[config.mk]
export PLATFORM = sky130hd
export DESIGN_NAME = axis_packet_tracker
export DESIGN_NICKNAME = d
export VERILOG_FILES = /design/src/rtl/axis_packet_tracker.sv
export SDC_FILE = /design/constraint.sdc
export NUM_CORES = 1
export LEC_CHECK = 0
export BUFFER_PORTS_ARGS = -buffer_cell sky130_fd_sc_hd__buf_2
export CAP_MARGIN = 30
export CORE_MARGIN = 2
export CORE_UTILIZATION = 45
export DETAILED_ROUTE_END_ITERATION = 6
export PLACE_DENSITY = 0.66
export SETUP_SLACK_MARGIN = 0.5
export SYNTH_ARGS = -nofsm -noshare
export SYNTH_HDL_FRONTEND = slang
export SYNTH_SLANG_ARGS = --single-unit
[constraint.sdc]
create_clock -name AXIS_ACLK -period 2.1 [get_ports AXIS_ACLK]
set_input_delay 0.105 -clock AXIS_ACLK [delete_from_list [all_inputs] [get_ports AXIS_ACLK]]
set_output_delay 0.105 -clock AXIS_ACLK [all_outputs]
set_load 0.01 [all_outputs]
[src/rtl/axis_packet_tracker.sv]
// axis_packet_tracker
//   Per-channel packet bookkeeping for a TDEST-routed AXI-Stream FIFO. Watches
//   the ingress and egress handshakes and keeps, per channel, the number of
//   complete packets stored, whether an ingress packet is partially written,
//   a fill-threshold flag and sticky overflow/underflow flags.
//
//   Optional build macro: PKT_TRACKER_BEAT_COUNT_EN adds per-channel stored
//   beat counters and the AXIS_BEAT_COUNT output.
//
//   Ports
//     AXIS_ACLK, AXIS_ARESET          clock, async active-high reset
//     S_AXIS_TVALID/TREADY/TLAST/TDEST ingress handshake (monitor only)
//     M_AXIS_TVALID/TREADY/TLAST/TDEST egress handshake (monitor only)
//     CLEAR[n]                        sync clear of channel n
//     THRESHOLD                       shared fill level, 0 disables
//     AXIS_PACKET_COUNT               ch n at [n*W +: W]
//     PACKET_AVAILABLE/PACKET_OPEN/THRESHOLD_REACHED/OVERFLOW/UNDERFLOW per channel
//     DEST_ERROR                      sticky, handshake with out-of-range TDEST
//     AXIS_BEAT_COUNT (optional)      ch n at [n*(W+4) +: W+4]

// One channel: ingress FSM, packet counter and its flags.
module apt_chan #(
  parameter int W = 11
) (
  input  logic         clk,
  input  logic         rst,
  input  logic         clr,
  input  logic         in_beat,    // accepted ingress beat routed here
  input  logic         in_last,
  input  logic         out_beat,   // accepted egress beat routed here
  input  logic         out_last,
  input  logic [W-1:0] thresh,
  output logic [W-1:0] cnt,
  output logic         open,
  output logic         thr_hit,
  output logic         ovf,
  output logic         udf
`ifdef PKT_TRACKER_BEAT_COUNT_EN
  ,
  output logic [W+3:0] bcnt
`endif
);
  typedef enum logic {IDLE, IN_PACKET} state_t;
  state_t st_q, st_d;

  logic         inc, dec, ovf_d, udf_d, thr_d;
  logic [W-1:0] cnt_d;
`ifdef PKT_TRACKER_BEAT_COUNT_EN
  logic [W+3:0] bcnt_d;
`endif

  assign inc = in_beat & in_last;
  assign dec = out_beat & out_last;

  always_ff @(posedge clk or posedge rst)
    if (rst) st_q <= IDLE;
    else     st_q <= st_d;

  always_comb begin
    st_d = st_q;
    if (clr)          st_d = IDLE;
    else if (in_beat) st_d = in_last ? IDLE : IN_PACKET;
  end

  always_comb begin
    cnt_d = cnt;
    ovf_d = ovf;
    udf_d = udf;
`ifdef PKT_TRACKER_BEAT_COUNT_EN
    bcnt_d = bcnt;
`endif
    if (clr) begin
      cnt_d = '0;
      ovf_d = 1'b0;
      udf_d = 1'b0;
`ifdef PKT_TRACKER_BEAT_COUNT_EN
      bcnt_d = '0;
`endif
    end else begin
      // simultaneous inc and dec cancel out, no flags
      if (inc && !dec) begin
        if (&cnt) ovf_d = 1'b1;
        else      cnt_d = cnt + 1'b1;
      end else if (dec && !inc) begin
        if (cnt == '0) udf_d = 1'b1;
        else           cnt_d = cnt - 1'b1;
      end
`ifdef PKT_TRACKER_BEAT_COUNT_EN
      if (in_beat && !out_beat) begin
        if (&bcnt) ovf_d  = 1'b1;
        else       bcnt_d = bcnt + 1'b1;
      end else if (out_beat && !in_beat) begin
        if (bcnt == '0) udf_d  = 1'b1;
        else            bcnt_d = bcnt - 1'b1;
      end
`endif
    end
    // compare against the count as it will be registered so the flag keeps
    // the same one-cycle latency as the count itself
    thr_d = (thresh != '0) && (cnt_d >= thresh);
  end

  always_ff @(posedge clk or posedge rst)
    if (rst) begin
      cnt     <= '0;
      ovf     <= 1'b0;
      udf     <= 1'b0;
      thr_hit <= 1'b0;
`ifdef PKT_TRACKER_BEAT_COUNT_EN
      bcnt    <= '0;
`endif
    end else begin
      cnt     <= cnt_d;
      ovf     <= ovf_d;
      udf     <= udf_d;
      thr_hit <= thr_d;
`ifdef PKT_TRACKER_BEAT_COUNT_EN
      bcnt    <= bcnt_d;
`endif
    end

  assign open = (st_q == IN_PACKET);
endmodule

module axis_packet_tracker #(
  parameter int C_NUM_CHANNELS     = 4,
  parameter int C_DEST_WIDTH       = 2,
  parameter int C_DATA_COUNT_WIDTH = 11
) (
  input  logic                                         AXIS_ACLK,
  input  logic                                         AXIS_ARESET,
  input  logic                                         S_AXIS_TVALID,
  input  logic                                         S_AXIS_TREADY,
  input  logic                                         S_AXIS_TLAST,
  input  logic [C_DEST_WIDTH-1:0]                      S_AXIS_TDEST,
  input  logic                                         M_AXIS_TVALID,
  input  logic                                         M_AXIS_TREADY,
  input  logic                                         M_AXIS_TLAST,
  input  logic [C_DEST_WIDTH-1:0]                      M_AXIS_TDEST,
  input  logic [C_NUM_CHANNELS-1:0]                    CLEAR,
  input  logic [C_DATA_COUNT_WIDTH-1:0]                THRESHOLD,
  output logic [C_NUM_CHANNELS*C_DATA_COUNT_WIDTH-1:0] AXIS_PACKET_COUNT,
  output logic [C_NUM_CHANNELS-1:0]                    PACKET_AVAILABLE,
  output logic [C_NUM_CHANNELS-1:0]                    PACKET_OPEN,
  output logic [C_NUM_CHANNELS-1:0]                    THRESHOLD_REACHED,
  output logic [C_NUM_CHANNELS-1:0]                    OVERFLOW,
  output logic [C_NUM_CHANNELS-1:0]                    UNDERFLOW,
  output logic                                         DEST_ERROR
`ifdef PKT_TRACKER_BEAT_COUNT_EN
  ,
  output logic [C_NUM_CHANNELS*(C_DATA_COUNT_WIDTH+4)-1:0] AXIS_BEAT_COUNT
`endif
);
  localparam int N = C_NUM_CHANNELS;
  localparam int W = C_DATA_COUNT_WIDTH;
  // one spare bit so the range check is never trivially constant
  localparam logic [C_DEST_WIDTH:0] NCH = C_NUM_CHANNELS[C_DEST_WIDTH:0];

  // async assert, sync release
  logic [1:0] rst_pipe;
  logic       rst_i;
  always_ff @(posedge AXIS_ACLK or posedge AXIS_ARESET)
    if (AXIS_ARESET) rst_pipe <= 2'b11;
    else             rst_pipe <= {rst_pipe[0], 1'b0};
  assign rst_i = rst_pipe[1];

  logic s_acc, m_acc, s_bad, m_bad;
  assign s_acc = S_AXIS_TVALID & S_AXIS_TREADY;
  assign m_acc = M_AXIS_TVALID & M_AXIS_TREADY;
  assign s_bad = s_acc && ({1'b0, S_AXIS_TDEST} >= NCH);
  assign m_bad = m_acc && ({1'b0, M_AXIS_TDEST} >= NCH);

  logic [N-1:0]        in_sel, out_sel;
  logic [N-1:0][W-1:0] cnt;
`ifdef PKT_TRACKER_BEAT_COUNT_EN
  logic [N-1:0][W+3:0] bcnt;
  assign AXIS_BEAT_COUNT = bcnt;
`endif

  for (genvar n = 0; n < N; n++) begin : g_sel
    assign in_sel[n]           = s_acc && (S_AXIS_TDEST == C_DEST_WIDTH'(n));
    assign out_sel[n]          = m_acc && (M_AXIS_TDEST == C_DEST_WIDTH'(n));
    assign PACKET_AVAILABLE[n] = |cnt[n];
  end

  apt_chan #(.W(W)) u_ch [N-1:0] (
    .clk      (AXIS_ACLK),
    .rst      (rst_i),
    .clr      (CLEAR),
    .in_beat  (in_sel),
    .in_last  (S_AXIS_TLAST),
    .out_beat (out_sel),
    .out_last (M_AXIS_TLAST),
    .thresh   (THRESHOLD),
    .cnt      (cnt),
    .open     (PACKET_OPEN),
    .thr_hit  (THRESHOLD_REACHED),
    .ovf      (OVERFLOW),
    .udf      (UNDERFLOW)
`ifdef PKT_TRACKER_BEAT_COUNT_EN
    ,
    .bcnt     (bcnt)
`endif
  );

  assign AXIS_PACKET_COUNT = cnt;

  always_ff @(posedge AXIS_ACLK or posedge rst_i)
    if (rst_i)             DEST_ERROR <= 1'b0;
    else if (&CLEAR)       DEST_ERROR <= 1'b0;
    else if (s_bad | m_bad) DEST_ERROR <= 1'b1;
endmodule
==> flow_metrics.env <==
export IMPL_leakagePower_nw=4.658
export IMPL_rsz0062_at_grt="yes"
export IMPL_wirelength_mm=24.09
export IMPL_r2r_start="u_ch[2].cnt[1]"
export IMPL_clk_pin_slew_ns=0.06
export IMPL_period_needed_ns=3.195
export IMPL_drc_errors=0
export IMPL_syn_to_final_growth_pct=74.30
export IMPL_drt_vias_per_instance=6.284
export IMPL_crit_fanout=4
export IMPL_outcome="complete, but fails checks"
export IMPL_firstDrtPassIters=5
export IMPL_die_w_um=114.4
export IMPL_tightest_slew_ns=0.8097
export IMPL_grt_pass1_wl_mm=34.85
export IMPL_synth_distinct_cells=71
export IMPL_crit_buf_inv=4
export IMPL_cp_cell_sequence="inv_2 > ha_1 > or4b_4 > nor3b_4 > buf_6 > buf_4 > buf_6 > nor4_1 > o21ai_1 > nor3b_2 > ha_1 > a21oi_1 > o21ai_1 > a31oi_1 > o21ai_1"
export IMPL_synth_edf_count=0
export IMPL_h_tree_depth=3
export IMPL_hold_viol=0
export IMPL_drive_gt1_share_pct=58.39
export IMPL_fmax_ghz=0.3130
export IMPL_routed_via_count=7025
export IMPL_io_buffer_count=90
export IMPL_final_common_cell="buf_4"
export IMPL_violations="setup timing"
export IMPL_r2r_slack_ns=-1.09
export IMPL_setup_tns_ns=-7.917
export IMPL_syn_area_per_cell_um2=8.629
export IMPL_root_buffer="clkbuf_16"
export IMPL_post_route_util_pct=79.97
export IMPL_ys_ff_latch=62
export IMPL_slowest_stage="or4b_4"
export IMPL_async_flop_share_pct=100.0
export IMPL_die_area_mm2=0.01309
export IMPL_setup_viol=27
export IMPL_final_setup_skew_ns=0.009001
export IMPL_yosys_area_top_type="dfrtp_1"
export IMPL_timing_final_ws_setup_ns=-1.095
export IMPL_drt_iter0_drc=516
export IMPL_reg2reg_to="u_ch[2].thr_hit"
export IMPL_crit_family="simple AND/OR/NAND/NOR gates"
export IMPL_slew_violations=0
export IMPL_grt_pass1_vias=6850
export IMPL_hold_depth=2
export IMPL_cap_violations=0
export IMPL_hold_class="input port to flip-flop"
export IMPL_crit_path_frequent_cell="o21ai_1"
export IMPL_post_route_period_util_pct=152.1
export IMPL_power_mw=5.497
export IMPL_hpwl_mm=15.20
export IMPL_core_mm2=0.01196
export IMPL_holdPathEnd="u_ch[2].udf"
export IMPL_grt_antenna_before_repair=0
export IMPL_setup_worst_path_end_class="flip-flop"
export IMPL_cp_start_kind="flip-flop"
export IMPL_cts_tree="done"
export IMPL_ir_drop_mv=0.3584
export IMPL_power_density_mw_per_mm2=574.6
export IMPL_gp_congestion=0.9198
export IMPL_wl_per_cell_um=21.55
export IMPL_ant_nets=0
export IMPL_crit_required_ns=2.32
export IMPL_path_class="flip-flop to flip-flop"
export IMPL_grtUsageTotal_pct=33.95
export IMPL_grt_max_degree=42
export IMPL_max_stage_delay_ns=0.48
export IMPL_synth_ff_type="dfrtp_1"
export IMPL_synthTopCellsByArea="dfrtp_1 27%, ha_1 13%, nor2_1 3.8%, a211oi_1 2.7%, nor3_1 2.7%"
export IMPL_syn_area_mm2=0.005488
export IMPL_antenna_cells=0
export IMPL_ys_warn_count=0
export IMPL_synth_top_area_share_pct=27.36
export IMPL_fin_hold_ws_ns=0.04016
export IMPL_rows=40
export IMPL_cts_buffers=9
export IMPL_synth_cells=636
export IMPL_overflow=0
export IMPL_start_util_pct=45.88
export IMPL_fillCellCount=728
export IMPL_rr_worst_depth=15
export IMPL_yosysSeqAreaShare_pct=28.32
export IMPL_fp_dieH_um=114.4
export IMPL_clock_sinks=62
export IMPL_nets=1049
export IMPL_insertion_delay_ns=0.35
export IMPL_cts_max_path_buffers=2
export IMPL_crit_arrival_ns=3.42
export IMPL_slew_headroom_pct=45.78
export IMPL_io_pins=92
export IMPL_hold_path_startpoint="CLEAR[2]"
export IMPL_mostFrequentLayoutCells="224 x buf_4, 87 x buf_2, 54 x dfrtp_1"
[repair_timing]
item                       in CTS  in global routing
cloned                          2                  0
hold endpoints to repair        2                  0
setup endpoints to repair      56                 59
gates resized for setup       123                 77
pin swaps                      57                 52
hold buffers                    1                  0
setup buffers                  33                 24
[layout make-up]
class                   count  area, um2  share of cell area (%)
multi-input cells         489       4602                   48.11
repair buffers            365       2759                   28.84
flip-flops and latches     62       1562                   16.32
clock buffers              11      242.7                   2.538
well taps                 147      183.9                   1.923
inverters                  39      157.7                   1.648
clock inverters             5      58.81                  0.6148
[worst max path at each step]
stage | slack [ns] | startpoint | endpoint | cells after the start
detailed placement | -0.94 | u_ch[2].cnt[1] | u_ch[2].thr_hit | 11
floorplan | -0.86 | u_ch[2].cnt[0] | u_ch[2].thr_hit | 11
finish | -1.09 | u_ch[2].cnt[1] | u_ch[2].thr_hit | 15
global placement | -0.85 | u_ch[2].cnt[1] | u_ch[2].thr_hit | 12
global route | -1.25 | u_ch[2].cnt[1] | u_ch[2].thr_hit | 15
CTS | -0.90 | u_ch[2].cnt[0] | u_ch[2].thr_hit | 11
[flip-flops by register name (all words and copies together), names as in the netlist]
register,cells
u_ch.cnt,44
u_ch.ovf,4
u_ch.thr_hit,4
rst_pipe,2
u_ch.udf,4
u_ch.open,4
[layer usage]
metal	GRT usage (%)	share of wire, %	vias up
met5	0	0	-
met4	16.67	6.0	0
met3	4.288	6.4	143
met2	58.03	49	404
met1	42.28	39	3412
li1	-	-	3066
[worst reg2reg max path, cell delays in order (launching register included)]
cell	delay [ns]
dfrtp_1	0.40
inv_2	0.08
ha_1	0.13
or4b_4	0.48
nor3b_4	0.27
buf_6	0.18
buf_4	0.11
buf_6	0.08
nor4_1	0.05
o21ai_1	0.18
nor3b_2	0.23
ha_1	0.28
a21oi_1	0.20
o21ai_1	0.11
a31oi_1	0.19
o21ai_1	0.09
[cells by family after synthesis]
kind of cell	after synthesis	synth area share, %
fa+ha+maj	56	12.77
mux	15	3.032
buf+inv	87	7.615
other cells	1	0.06833
xor+xnor	10	1.596
compound gates	163	21.25
flops	62	28.32
simple gates	242	25.35
[metrics by stage]
step           worst slack (ns)  instances  area, um2
3_3_place_gp            -0.8512       1042       7836
3_5_place_dp            -0.9449       1042       7836
2_1_floorplan           -0.8558        637       5862
5_1_grt                  -1.251       1118       9565
6_report                 -1.095       1118       9565
4_1_cts                 -0.8964       1094       8986
[where the power goes]
part	switching (mW)	total [mW]	internal, mW
clock network	0.615	1.57	0.952
registers	0.0613	1.33	1.27
logic	1.26	2.60	1.34
[synthesized netlist by cell type (all sizes together), types with 18 or more instances]
cell type / n
a211oi: 21
a21oi: 21
buf: 30
clkbuf: 18
dfrtp: 60
ha: 56
inv: 39
nand2: 21
nand3: 22
nor2: 56
nor3: 31
nor4: 25
o21ai: 31
(Power assumes the default switching activity.)
